===== src/rtl/gnn_pkg.sv =====
// Shared state encoding and width/saturation helpers for the sequential GNN layer.
package gnn_pkg;

  typedef enum logic [2:0] {IDLE, AGG, L1, L2, OAGG, DONE} state_t;

  // Width of a lossless sum of n values each dw bits wide.
  function automatic int agg_w(input int dw, input int n);
    return dw + $clog2(n);
  endfunction

  function automatic int dot_w(input int aw, input int bw, input int len);
    return aw + bw + $clog2(len);
  endfunction

  function automatic int max_i(input int a, input int b);
    return (a > b) ? a : b;
  endfunction

  function automatic int idx_w(input int n);
    return (n > 1) ? $clog2(n) : 1;
  endfunction

  function automatic longint sat_hi(input int ow);
    return (longint'(1) << (ow - 1)) - 1;
  endfunction

  function automatic longint sat_lo(input int ow);
    return -(longint'(1) << (ow - 1));
  endfunction

endpackage


===== src/rtl/gnn_dot.sv =====
// Combinational signed dot product of LEN element pairs, accumulated at full precision.
module gnn_dot
  import gnn_pkg::*;
#(
  parameter int LEN = 4,
  parameter int AW  = 14,
  parameter int BW  = 5,
  parameter int RW  = 21
) (
  input  logic [LEN*AW-1:0]    a,
  input  logic [LEN*BW-1:0]    b,
  output logic signed [RW-1:0] result
);

  logic signed [AW-1:0]    av;
  logic signed [BW-1:0]    bv;
  logic signed [AW+BW-1:0] prod;

  always_comb begin
    av     = '0;
    bv     = '0;
    prod   = '0;
    result = '0;
    for (int i = 0; i < LEN; i++) begin
      av     = a[i*AW +: AW];
      bv     = b[i*BW +: BW];
      prod   = (AW+BW)'(av) * (AW+BW)'(bv);
      result = result + RW'(prod);
    end
  end

endmodule


===== src/rtl/gnn_layer_seq.sv =====
// Sequential two-layer GNN: neighbour aggregation, dense+ReLU, dense, output aggregation, saturation.
module gnn_layer_seq
  import gnn_pkg::*;
#(
  parameter int N_NODES = 4,
  parameter int N_FEAT  = 4,
  parameter int N_HID   = 4,
  parameter int N_OUT   = 2,
  parameter int DW      = 5,
  parameter int OW      = 21,
  parameter int RELU_EN = 1
) (
  input  logic                           clk,
  input  logic                           rst,
  input  logic [N_NODES*N_FEAT*DW-1:0]   x,
  input  logic [N_NODES*N_NODES-1:0]     adj,
  input  logic [N_FEAT*N_HID*DW-1:0]     w1,
  input  logic [N_HID*N_OUT*DW-1:0]      w2,
  input  logic                           in_valid,
  output logic                           in_ready,
  output logic [N_NODES*N_OUT*OW-1:0]    out_data,
  output logic                           out_valid,
  input  logic                           out_ready,
  output logic                           sat
);

  localparam int AW   = agg_w(DW, N_NODES);
  localparam int HW   = dot_w(AW, DW, N_FEAT);
  localparam int YW   = dot_w(HW, DW, N_HID);
  localparam int SW   = agg_w(YW, N_NODES);
  localparam int DLEN = max_i(N_FEAT, N_HID);
  localparam int RW   = dot_w(HW, DW, DLEN);
  localparam int IW   = $clog2(max_i(N_NODES, max_i(N_HID, N_OUT)) + 1);
  localparam int NIW  = idx_w(N_NODES);
  localparam int HIW  = idx_w(N_HID);
  localparam int OIW  = idx_w(N_OUT);

  state_t state, state_next;
  logic [IW-1:0]  row, col;
  logic [NIW-1:0] ri, cn;
  logic [HIW-1:0] ch;
  logic [OIW-1:0] co;
  logic last_inner, last_pair, row_done;

  logic signed [DW-1:0] x_r   [N_NODES][N_FEAT];
  logic                 adj_r [N_NODES][N_NODES];
  logic signed [DW-1:0] w1_r  [N_FEAT][N_HID];
  logic signed [DW-1:0] w2_r  [N_HID][N_OUT];
  logic signed [AW-1:0] a_r   [N_NODES][N_FEAT];
  logic signed [HW-1:0] h_r   [N_NODES][N_HID];
  logic signed [YW-1:0] y_r   [N_NODES][N_OUT];
  logic signed [SW-1:0] o_acc [N_NODES][N_OUT];

  logic [DLEN*HW-1:0]          dot_a;
  logic [DLEN*DW-1:0]          dot_b;
  logic signed [RW-1:0]        dot_res;
  logic signed [HW-1:0]        h_val;
  logic [N_NODES*N_OUT*OW-1:0] clamp_data;
  logic                        clamp_sat;
  longint                      v;

  assign ri        = row[NIW-1:0];
  assign cn        = col[NIW-1:0];
  assign ch        = col[HIW-1:0];
  assign co        = col[OIW-1:0];
  assign in_ready  = (state == IDLE);
  assign out_valid = (state == DONE);

  always_ff @(posedge clk) begin
    if (rst) state <= IDLE;
    else     state <= state_next;
  end

  always_comb begin
    last_inner = 1'b0;
    case (state)
      AGG, OAGG: last_inner = (col == IW'(N_NODES - 1));
      L1:        last_inner = (col == IW'(N_HID - 1));
      L2:        last_inner = (col == IW'(N_OUT - 1));
      default:   last_inner = 1'b0;
    endcase
    last_pair  = last_inner && (row == IW'(N_NODES - 1));
    row_done   = (row == IW'(N_NODES));
    state_next = state;
    case (state)
      IDLE:    if (in_valid)  state_next = AGG;
      AGG:     if (last_pair) state_next = L1;
      L1:      if (last_pair) state_next = L2;
      L2:      if (last_pair) state_next = OAGG;
      // OAGG spends one extra cycle (row == N_NODES) clamping into out_data.
      OAGG:    if (row_done)  state_next = DONE;
      DONE:    if (out_ready) state_next = IDLE;
      default: state_next = IDLE;
    endcase
  end

  // L1 and L2 share one dot-product unit; unused lanes stay zero.
  always_comb begin
    dot_a = '0;
    dot_b = '0;
    if (state == L2) begin
      for (int k = 0; k < N_HID; k++) begin
        dot_a[k*HW +: HW] = h_r[ri][k];
        dot_b[k*DW +: DW] = w2_r[k][co];
      end
    end else begin
      for (int f = 0; f < N_FEAT; f++) begin
        dot_a[f*HW +: HW] = HW'(a_r[ri][f]);
        dot_b[f*DW +: DW] = w1_r[f][ch];
      end
    end
    h_val = dot_res[HW-1:0];
    if (RELU_EN != 0 && h_val < 0) h_val = '0;
  end

  gnn_dot #(.LEN(DLEN), .AW(HW), .BW(DW), .RW(RW)) u_dot (
    .a      (dot_a),
    .b      (dot_b),
    .result (dot_res)
  );

  always_comb begin
    clamp_data = '0;
    clamp_sat  = 1'b0;
    v          = 0;
    for (int i = 0; i < N_NODES; i++) begin
      for (int o = 0; o < N_OUT; o++) begin
        v = longint'(o_acc[i][o]);
        if (v > sat_hi(OW)) begin
          v = sat_hi(OW);
          clamp_sat = 1'b1;
        end else if (v < sat_lo(OW)) begin
          v = sat_lo(OW);
          clamp_sat = 1'b1;
        end
        clamp_data[(i*N_OUT+o)*OW +: OW] = v[OW-1:0];
      end
    end
  end

  always_ff @(posedge clk) begin
    if (rst) begin
      row      <= '0;
      col      <= '0;
      out_data <= '0;
      sat      <= 1'b0;
      for (int i = 0; i < N_NODES; i++) begin
        for (int f = 0; f < N_FEAT; f++)  begin x_r[i][f] <= '0; a_r[i][f] <= '0; end
        for (int j = 0; j < N_NODES; j++) adj_r[i][j] <= 1'b0;
        for (int k = 0; k < N_HID; k++)   h_r[i][k] <= '0;
        for (int o = 0; o < N_OUT; o++)   begin y_r[i][o] <= '0; o_acc[i][o] <= '0; end
      end
      for (int f = 0; f < N_FEAT; f++)
        for (int k = 0; k < N_HID; k++) w1_r[f][k] <= '0;
      for (int k = 0; k < N_HID; k++)
        for (int o = 0; o < N_OUT; o++) w2_r[k][o] <= '0;
    end else begin
      if (state_next != state) begin
        row <= '0;
        col <= '0;
      end else if (state != IDLE && state != DONE) begin
        if (last_inner) begin
          col <= '0;
          row <= row + 1'b1;
        end else begin
          col <= col + 1'b1;
        end
      end

      case (state)
        IDLE: if (in_valid) begin
          sat <= 1'b0;
          for (int i = 0; i < N_NODES; i++) begin
            for (int f = 0; f < N_FEAT; f++) begin
              x_r[i][f] <= x[(i*N_FEAT+f)*DW +: DW];
              a_r[i][f] <= '0;
            end
            for (int j = 0; j < N_NODES; j++) adj_r[i][j] <= adj[i*N_NODES+j];
            for (int o = 0; o < N_OUT; o++)   o_acc[i][o] <= '0;
          end
          for (int f = 0; f < N_FEAT; f++)
            for (int k = 0; k < N_HID; k++) w1_r[f][k] <= w1[(f*N_HID+k)*DW +: DW];
          for (int k = 0; k < N_HID; k++)
            for (int o = 0; o < N_OUT; o++) w2_r[k][o] <= w2[(k*N_OUT+o)*DW +: DW];
        end
        AGG: if (adj_r[ri][cn]) begin
          for (int f = 0; f < N_FEAT; f++) a_r[ri][f] <= a_r[ri][f] + AW'(x_r[cn][f]);
        end
        L1: h_r[ri][ch] <= h_val;
        L2: y_r[ri][co] <= dot_res[YW-1:0];
        OAGG: begin
          if (row_done) begin
            out_data <= clamp_data;
            sat      <= clamp_sat;
          end else if (adj_r[ri][cn]) begin
            for (int o = 0; o < N_OUT; o++) o_acc[ri][o] <= o_acc[ri][o] + SW'(y_r[cn][o]);
          end
        end
        default: ;
      endcase
    end
  end

endmodule

===== config.mk =====
export PLATFORM = sky130hd
export DESIGN_NAME = gnn_layer_seq
export DESIGN_NICKNAME = d
export VERILOG_FILES = /design/src/rtl/gnn_pkg.sv /design/src/rtl/gnn_dot.sv /design/src/rtl/gnn_layer_seq.sv
export SDC_FILE = /design/constraint.sdc
export NUM_CORES = 2
export LEC_CHECK = 0
export CORE_AREA = 2 2 365 367
export CTS_BUF_LIST = sky130_fd_sc_hd__clkbuf_16
export CTS_CLUSTER_SIZE = 40
export DETAILED_ROUTE_END_ITERATION = 7
export DIE_AREA = 0 0 367 369
export PLACE_DENSITY = 0.66
export SLEW_MARGIN = 20
export SYNTH_ARGS = -nofsm -noshare
export SYNTH_HDL_FRONTEND = slang
export SYNTH_SLANG_ARGS = --single-unit

===== constraint.sdc =====
create_clock -name clk -period 8 [get_ports clk]
set_input_delay 1.2 -clock clk [delete_from_list [all_inputs] [get_ports clk]]
set_output_delay 1.2 -clock clk [all_outputs]
set_load 0.03 [all_outputs]

==> flow_metrics.tcl <==
set metrics [dict create \
    routed_length_on_met1_um 64600 \
    cts_max_path_buffers 3 \
    number_of_storage_elements_in_the_synthesis_netlist 1070 \
    start_util_pct 44.9 \
    drt_drc_violations_left 0 \
    syn-instance-count 4971 \
    fp.dieW_um 367 \
    worst_setup_hold_path_clk_slew_ps 60 \
    sinks_on_the_clock_net 1070 \
    antenna_cells_inserted 0 \
    startpoint_type "register" \
    routed_via_density 5.49 \
    critical-path-max-stage-delay_ps 590 \
    die_area_sq_um 135000 \
    grt_pass1_wl_um 244000 \
    route.detailed.wl_per_inst_um 22.2 \
    mappedNetlistArea_sq_um 58800 \
    nNetsFinal 6107 \
    hold_depth 2 \
    worst_hold_path_type "reg2reg" \
    synth_top_flop_cell "sky130_fd_sc_hd__edfxtp_1" \
    status "completed" \
    setup_viol_count_final 0 \
    postSynthNetCount 5656 \
    cts-htree-levels 3 \
    grt_start_max_net_pins 217 \
    worst_slew_pin_slew_ps 1130 \
    post_synth_num_cell_types 74 \
    synth-warning-count 0 \
    max_freq_ghz 0.128 \
    drt_pre_antenna_iters 6 \
    final-max-slew-violation-count 0 \
    timing.final.hold_violations 0 \
    critical_path_class "reg2reg" \
    worstPathArrival_ps 8250 \
    synthToLayoutAreaGrowth_pct 18.9 \
    tritoncts.num_buffers 111 \
    detailedRoute.firstIterationViolations 4049 \
    max-cap-violations 0 \
    routed_wl_met2_um 78000 \
    cts.root.buffer_cell "sky130_fd_sc_hd__clkbuf_16" \
    globalRouteTotalUtil_pct 23.5 \
    ios 391 \
    hp_start "out_data[74]" \
    top_signal_layer_used "met5" \
    synth_edf_count 888 \
    fin_ws_ps 202 \
    io_buffer_count 390 \
    timing.critical_path.required_ps 8450 \
    mostFrequentLayoutCell "sky130_fd_sc_hd__edfxtp_1" \
    postSynthAreaPerCell_sq_um 11.8 \
    final.period_utilization_pct 97.5 \
    place.gp.congestion 0.924 \
    critPathCaptureType "register" \
    netlist.top_cell.by_area "sky130_fd_sc_hd__edfxtp_1" \
    grt_remaining_overflow 0 \
    routed_wirelength_um 162000 \
    fin_setup_tns_ps 0 \
    antenna_found_initial 3 \
    fraction_of_synthesized_cell_area_taken_by_the_top_area_cell_type_pct 45.3 \
    route.met3.wl_um 13200 \
    preCtsSetupSlack_ps -91.5 \
    row_count 133 \
    core_sq_um 131000 \
    synth_async_sr_flop_share_pct 0 \
    crit_slowest_cell "sky130_fd_sc_hd__fa_1" \
    first_global_vias 39900 \
    timing.final.crit_period_ps 7800 \
    timing.clock.skew_ps 52.9 \
    critPathMostFrequentCell "sky130_fd_sc_hd__fa_1" \
    vias_after_detailed_routing 39900 \
    cts.hold.buffers_added 0 \
    critical_path.max_fanout 8 \
    antenna_left 0 \
    clock_tree_from_tritoncts "done" \
    timing.max_slew.rel_slack_pct 24.4 \
    floorplan.die.height_um 369 \
    synth_sequential_area_ratio_pct 51.5 \
    dpl_hpwl_um 115000 \
    r2r_cells 27 \
    mostFrequentLayoutCells "888 x sky130_fd_sc_hd__edfxtp_1, 782 x sky130_fd_sc_hd__nor2_1, 452 x sky130_fd_sc_hd__inv_1" \
    layout-drive-gt1-share_pct 13.7 \
    clkLatencyLatePin_ps 740 \
    ys_top_cells_by_area "sky130_fd_sc_hd__edfxtp_1 45%, sky130_fd_sc_hd__fa_1 10%, sky130_fd_sc_hd__mux4_2 8.1%" \
]
## layer usage
layer  vias to the layer above  global-route usage (%)
met5                         -                       0
li1                      18100                       -
met2                      1901                    39.2
met1                     19700                    31.7
met3                       262                    3.74
met4                         6                    7.45
## area by class of cell
| class | instances | area [sq um] |
|---|---|---|
| Clock buffer | 111 | 2780 |
| Clock inverter | 93 | 661 |
| Fill cell | 11200 | 61200 |
| Inverter | 419 | 1580 |
| Multi-Input combinational cell | 3167 | 26000 |
| Sequential cell | 1070 | 30300 |
| Tap cell | 1755 | 2200 |
| Timing Repair Buffer | 653 | 6380 |
## synth_stat cells, types with 21 or more instances
cell type,number
sky130_fd_sc_hd__nor2b_1,37
sky130_fd_sc_hd__nand2b_1,54
sky130_fd_sc_hd__o21ai_0,56
sky130_fd_sc_hd__buf_2,66
sky130_fd_sc_hd__mux4_2,212
sky130_fd_sc_hd__ha_1,166
sky130_fd_sc_hd__xor2_1,41
sky130_fd_sc_hd__nor2_1,800
sky130_fd_sc_hd__a21o_1,21
sky130_fd_sc_hd__fa_1,299
sky130_fd_sc_hd__xnor2_1,43
sky130_fd_sc_hd__nand3_1,25
sky130_fd_sc_hd__and2_1,236
sky130_fd_sc_hd__edfxtp_1,888
sky130_fd_sc_hd__nor3_1,62
sky130_fd_sc_hd__nand2_1,452
sky130_fd_sc_hd__mux2i_1,38
sky130_fd_sc_hd__dfxtp_1,182
sky130_fd_sc_hd__clkbuf_1,212
sky130_fd_sc_hd__a21oi_1,286
sky130_fd_sc_hd__o211ai_1,168
sky130_fd_sc_hd__inv_1,418
## kinds of logic after synthesis
kind of cell,count (synthesis),share of synthesized area (%)
compound gates,618,6.56
xor+xnor,84,1.25
fa+ha+maj,465,13.7
buf+inv,735,5.00
flops,1070,51.5
mux,250,8.76
simple gates,1749,13.2
## critical path, delay by kind of cell (launching register included)
kind                     cells  cell delay [ps]
adder cells (fa/ha/maj)      8             3910
buffers and inverters       10             1390
multiplexers                 2              650
AO/OA/AOI/OAI                4              610
flip-flops                   1              420
XOR/XNOR                     1              270
AND/OR/NAND/NOR              2              220
## stage by stage
stage | cell area [sq um] | hold WS [ps] | utilization [%] | cells
floorplan | 58800 | 504 | - | 4971
global placement | 65500 | 440 | 49.9 | 6999
detailed placement | 65500 | 443 | 49.9 | 6999
CTS | 68900 | 451 | 52.6 | 7204
global route | 69900 | 468 | 53.3 | 7268
finish | 69900 | 448 | 53.3 | 7268
## registers in the layout, summed over array words and instances, names as in the netlist, named ones only
name      count
a_r         112
adj_r        16
col           3
h_r         208
o_acc       184
out_data    168
row           3
sat           1
state         3
w1_r         80
w2_r         40
x_r          80
y_r         168
## worst paths after layout
check	endpoint	slack, ps
hold / removal	out_data[74]	450
hold reg to reg	out_data[74]	450
setup / recovery	h_r[3][10]	200
setup reg to reg	h_r[3][10]	200
## repair_timing
item	4_1_cts	5_1_grt
pin swaps	0	31
setup endpoints to repair	126	290
resized for setup	6	111
buffers inserted	0	60
gates cloned	1	4
Power is left out: the tool's default activity adds up to more than one toggle a clock period on the data nets, which glitch-free logic cannot reach.
